### src/rtl/shift_cmd_queue.sv
// Registered FIFO of shift commands ahead of the arithmetic shifter; out-of-range amounts are normalised on write.
// Optional SHIFT_CMD_QUEUE_STATS_EN adds a saturating count of pushes whose amount is >= N.
module shift_cmd_queue #(
    parameter int N     = 8,
    parameter int DEPTH = 4,
    localparam int A    = $clog2(N),
    localparam int P    = $clog2(DEPTH)
) (
    input  logic         clk,
    input  logic         rst_n,
    input  logic         in_valid,
    output logic         in_ready,
    input  logic [N-1:0] in_data,
    input  logic [A:0]   in_amount,
    input  logic         in_dir,
    output logic         out_valid,
    input  logic         out_ready,
    output logic [N-1:0] out_data,
    output logic [A-1:0] out_amount,
    output logic         out_dir,
    output logic [P:0]   count
`ifdef SHIFT_CMD_QUEUE_STATS_EN
    ,
    output logic [15:0]  sat_count
`endif
);

    logic [N-1:0] mem_data   [DEPTH];
    logic [A-1:0] mem_amount [DEPTH];
    logic         mem_dir    [DEPTH];

    logic [P-1:0] wr_ptr, rd_ptr;
    logic         push, pop;
    logic         over_range;
    logic [N-1:0] wr_data;
    logic [A-1:0] wr_amount;

    assign in_ready  = (count != (P+1)'(DEPTH));
    assign out_valid = (count != '0);
    assign push      = in_valid && in_ready;
    assign pop       = out_valid && out_ready;

    // The amount range is 0..2N-1, so its top bit alone means "shift by N or more".
    assign over_range = in_amount[A];

    // NOTE: every variable written here gets a default first so no latch is inferred.
    always_comb begin
        wr_data   = in_data;
        wr_amount = in_amount[A-1:0];
        if (over_range) begin
            wr_amount = '0;
            wr_data   = in_dir ? {N{in_data[N-1]}} : '0;
        end
    end

    // NOTE: state is updated with non-blocking assignments so every flop samples pre-edge values.
    always_ff @(posedge clk or negedge rst_n) begin
        if (!rst_n) begin
            wr_ptr <= '0;
            rd_ptr <= '0;
            count  <= '0;
            // NOTE: storage is reset too, so the head outputs read 0 while the queue is empty after reset.
            for (int i = 0; i < DEPTH; i++) begin
                mem_data[i]   <= '0;
                mem_amount[i] <= '0;
                mem_dir[i]    <= 1'b0;
            end
        end else begin
            if (push) begin
                mem_data[wr_ptr]   <= wr_data;
                mem_amount[wr_ptr] <= wr_amount;
                mem_dir[wr_ptr]    <= in_dir;
                wr_ptr             <= wr_ptr + P'(1);
            end
            if (pop) begin
                rd_ptr <= rd_ptr + P'(1);
            end
            case ({push, pop})
                2'b10:   count <= count + (P+1)'(1);
                2'b01:   count <= count - (P+1)'(1);
                default: count <= count;
            endcase
        end
    end

    // Head entry drives the shifter straight from storage.
    assign out_data   = mem_data[rd_ptr];
    assign out_amount = mem_amount[rd_ptr];
    assign out_dir    = mem_dir[rd_ptr];

`ifdef SHIFT_CMD_QUEUE_STATS_EN
    always_ff @(posedge clk or negedge rst_n) begin
        if (!rst_n) begin
            sat_count <= '0;
        end else if (push && over_range && (sat_count != 16'hFFFF)) begin
            sat_count <= sat_count + 16'd1;
        end
    end
`endif

endmodule

### config.mk
export PLATFORM = sky130hd
export DESIGN_NAME = shift_cmd_queue
export DESIGN_NICKNAME = d
export VERILOG_FILES = /design/src/rtl/shift_cmd_queue.sv
export SDC_FILE = /design/constraint.sdc
export NUM_CORES = 1
export LEC_CHECK = 0
export ABC_CLOCK_PERIOD_IN_PS = 3400
export CORE_AREA = 2 2 104 56
export CTS_BUF_LIST = sky130_fd_sc_hd__clkbuf_8
export CTS_CLUSTER_DIAMETER = 30
export DETAILED_ROUTE_END_ITERATION = 12
export DIE_AREA = 0 0 106 58
export PLACE_DENSITY = 0.77
export SYNTH_ARGS = -nofsm -noshare
export SYNTH_HDL_FRONTEND = slang
export SYNTH_SLANG_ARGS = --single-unit
export TNS_END_PERCENT = 50
### constraint.sdc
create_clock -name clk -period 3.4 [get_ports clk]
set_input_delay 0.34 -clock clk [delete_from_list [all_inputs] [get_ports clk]]
set_output_delay 0.34 -clock clk [all_outputs]
set_load 0.01 [all_outputs]
==> reports/qor.txt <==
Hold Buf Count CTS - 0
Critical path class - reg -> out
Min-delay worst type - in -> async
R2R cell count - 8
GPL Wtd Cong - 0.759
Placed Cells - 271
Final instance area - 3200 um^2
Core area - 5250 um^2
Startpoint Class - flop
# H-tree levels - 2
DRC violations left - 0
Crit end category - primary output
Post-Synthesis Cells - 173
Total track usage - 0.196
Endpoints failing hold - 0
Most frequent cells in the layout - 55 x dfrtp_1, 40 x mux2_4, 32 x clkdlybuf4s50_1, 13 x inv_1, 12 x mux4_2
Final Net Count - 228
Rel. slew slack - 0.210
Clock input transition at the sequential cells of the worst setup and hold paths - 90 ps
Synth Cell Area - 2800 um^2
Critical-path top delay cell - dfrtp_1
Most area-consuming cells after synthesis - dfrtp_1 49%, mux2_4 21%, mux4_2 9.7%
Leakage power - 1.45 nW
TNS Setup - 0 ps
Routed wire per std cell - 19.2 um
Critical path data arrival time - 2200 ps
Antenna-violating nets left - 0
I/O pins - 34
CTS tree - yes
Clk sinks - 55
ANT cells - 0
MaxCap Viol Count - 0
CP delay by family, top - buffers and inverters
Skew final - 5.14 ps
Cts repair resizes - 0
Port buffer count - 33
Area Growth Syn to Fin - 14.4%
Synth top area share - 0.492
Final Non-Filler Cells - 278
CP peak stage delay - 570 ps
Die footprint - 6150 um^2
Die Wd - 106 um
Clock buffer depth - 2
Max Clk Rate - 394 MHz
Largest net degree at the start of global routing - 56
DR top layer - met4
Crit Path Max Fanout - 9
Commonest non-fill, non-tap cell in the layout - dfrtp_1
Total Wirelength - 5330 um
Distinct cell type count after synthesis - 25
Maximum vdd drop - 477 uV
Vias in the first global route - 1594
First-pass GRT wire length - 8850 um
Worst skew pair latency - 310 ps
Initial antenna violation count - 0
Min Tclk post-route - 2540 ps
Congestion Overflow GR - 0
Crit path cell chain - buf_4, mux4_2, clkdlybuf4s50_1
Final setup fails - 0
Fin. max-slew vios - 0
Detail Route met3 WL - 269 um
Layout cell share with drive strength beyond 1 - 0.371
Final Cycle Share - 0.747
Rows - 19
RSZ-0062 raised after global routing - no
Net Count, Synth - 196
Sequential cell area fraction in the yosys report - 0.492
Die H - 58 um
Avg Cell Area, Syn - 16.2 um^2
Critical path depth - 3
Status - finished, final reports clean
DRT Pass-1 Iters - 4
Buffers plus inverters on the worst setup path - 2
Met2 WL - 2510 um
Synth area leader - dfrtp_1
Post-CTS setup repair buffer count - 0
Syn. warnings - 0
TritonCTS Buffers - 5
Initial Utilization - 0.533
Final HPWL DP - 3620 um
Via count - 1469
DR iter-0 viols - 47
Required time worst endpoint - 3060 ps
Clock root buffer - clkbuf_8
FF+latch count, synth - 55
Post-DP Area - 3120 um^2
Met1 Wirelength - 2510 um
Vias per inst - 5.28
Worst-Margin Slew - 1180 ps
Pwr dens - 956 nW/um^2
## routing by layer
layer  GRT usage  vias up
met3      0.0461        5
met5           0        -
met4      0.0658        0
met1       0.285      758
li1            -      672
met2       0.296       34
## path summary, 6_finish.rpt
path	start	endpoint	slack [ps]
worst max-delay path	rd_ptr[0]	out_amount[1]	860
worst min-delay path	rst_n	mem_amount[6]	270
worst max register to register	count[0]	count[2]	1170
worst min register to register	mem_dir[1]	mem_dir[1]	510
max in group asynchronous	rst_n	mem_data[0]	2410
min in group clk	mem_dir[1]	mem_dir[1]	510
## state kept, by name (all words and copies together) (netlist names)
name,count
rd_ptr,2
mem_dir,4
count,3
mem_amount,12
mem_data,32
wr_ptr,2
## cells by family (layout without fill, tap and decap cells)
group / after synthesis / in the layout / share of synthesized area
multiplexers: 62 / 62 / 0.351
flip-flops: 55 / 55 / 0.492
buffers and inverters: 22 / 54 / 0.0559
AND/OR/NAND/NOR: 13 / 13 / 0.0344
AO/OA/AOI/OAI: 9 / 9 / 0.0188
adder cells (fa/ha/maj): 6 / 6 / 0.0295
XOR/XNOR: 6 / 6 / 0.0188
## report_power, final
part | internal, mW | switching (mW) | total [mW]
combinational | 0.986 | 0.499 | 1.49
sequential | 0.962 | 0.250 | 1.21
clock | 0.160 | 0.204 | 0.364
total | 2.11 | 0.953 | 3.06
## layout make-up
class / instances / area, um^2
fillers: 371 / 2050
flip-flops and latches: 55 / 1380
multi-input cells: 96 / 1270
repair buffers: 34 / 333
well taps: 73 / 91.3
clock buffers: 6 / 82.6
inverters: 13 / 48.8
clock inverters: 1 / 5.00
## synthesized netlist by cell type
library cell and number:
mux2_4 40, buf_12 4, nor2_1 1, ha_1 5
a21boi_0 1, o31a_2 1, xnor2_1 3, and3_4 4
or3b_1 1, buf_6 1, buf_1 1, nand2_1 2
or3_2 1, mux2_2 9, inv_1 13, o21ai_0 7
fa_1 1, xor2_1 3, clkbuf_1 2, nor2b_1 3
mux2i_1 1, dfrtp_1 55, nand3_1 1, mux4_2 12
buf_2 1
## stage by stage
step	hold WS, ps	total power, mW	utilization	worst slack (ps)
global route	379	3.24	0.610	722
finish	274	3.06	0.610	862
global placement	489	2.64	0.593	1200
detailed placement	490	2.71	0.593	1190
CTS	312	3.09	0.610	823
floorplan	44.4	2.23	-	1280
## worst reg2reg max path: stages, from the launching register on
cell and delay, ps:
dfrtp_1 460, or3b_1 490, nand2_1 190, ha_1 200, inv_1 60, fa_1 370
xor2_1 150, nor2_1 110, xor2_1 150
No activity file was read; power rests on OpenSTA's default activity.
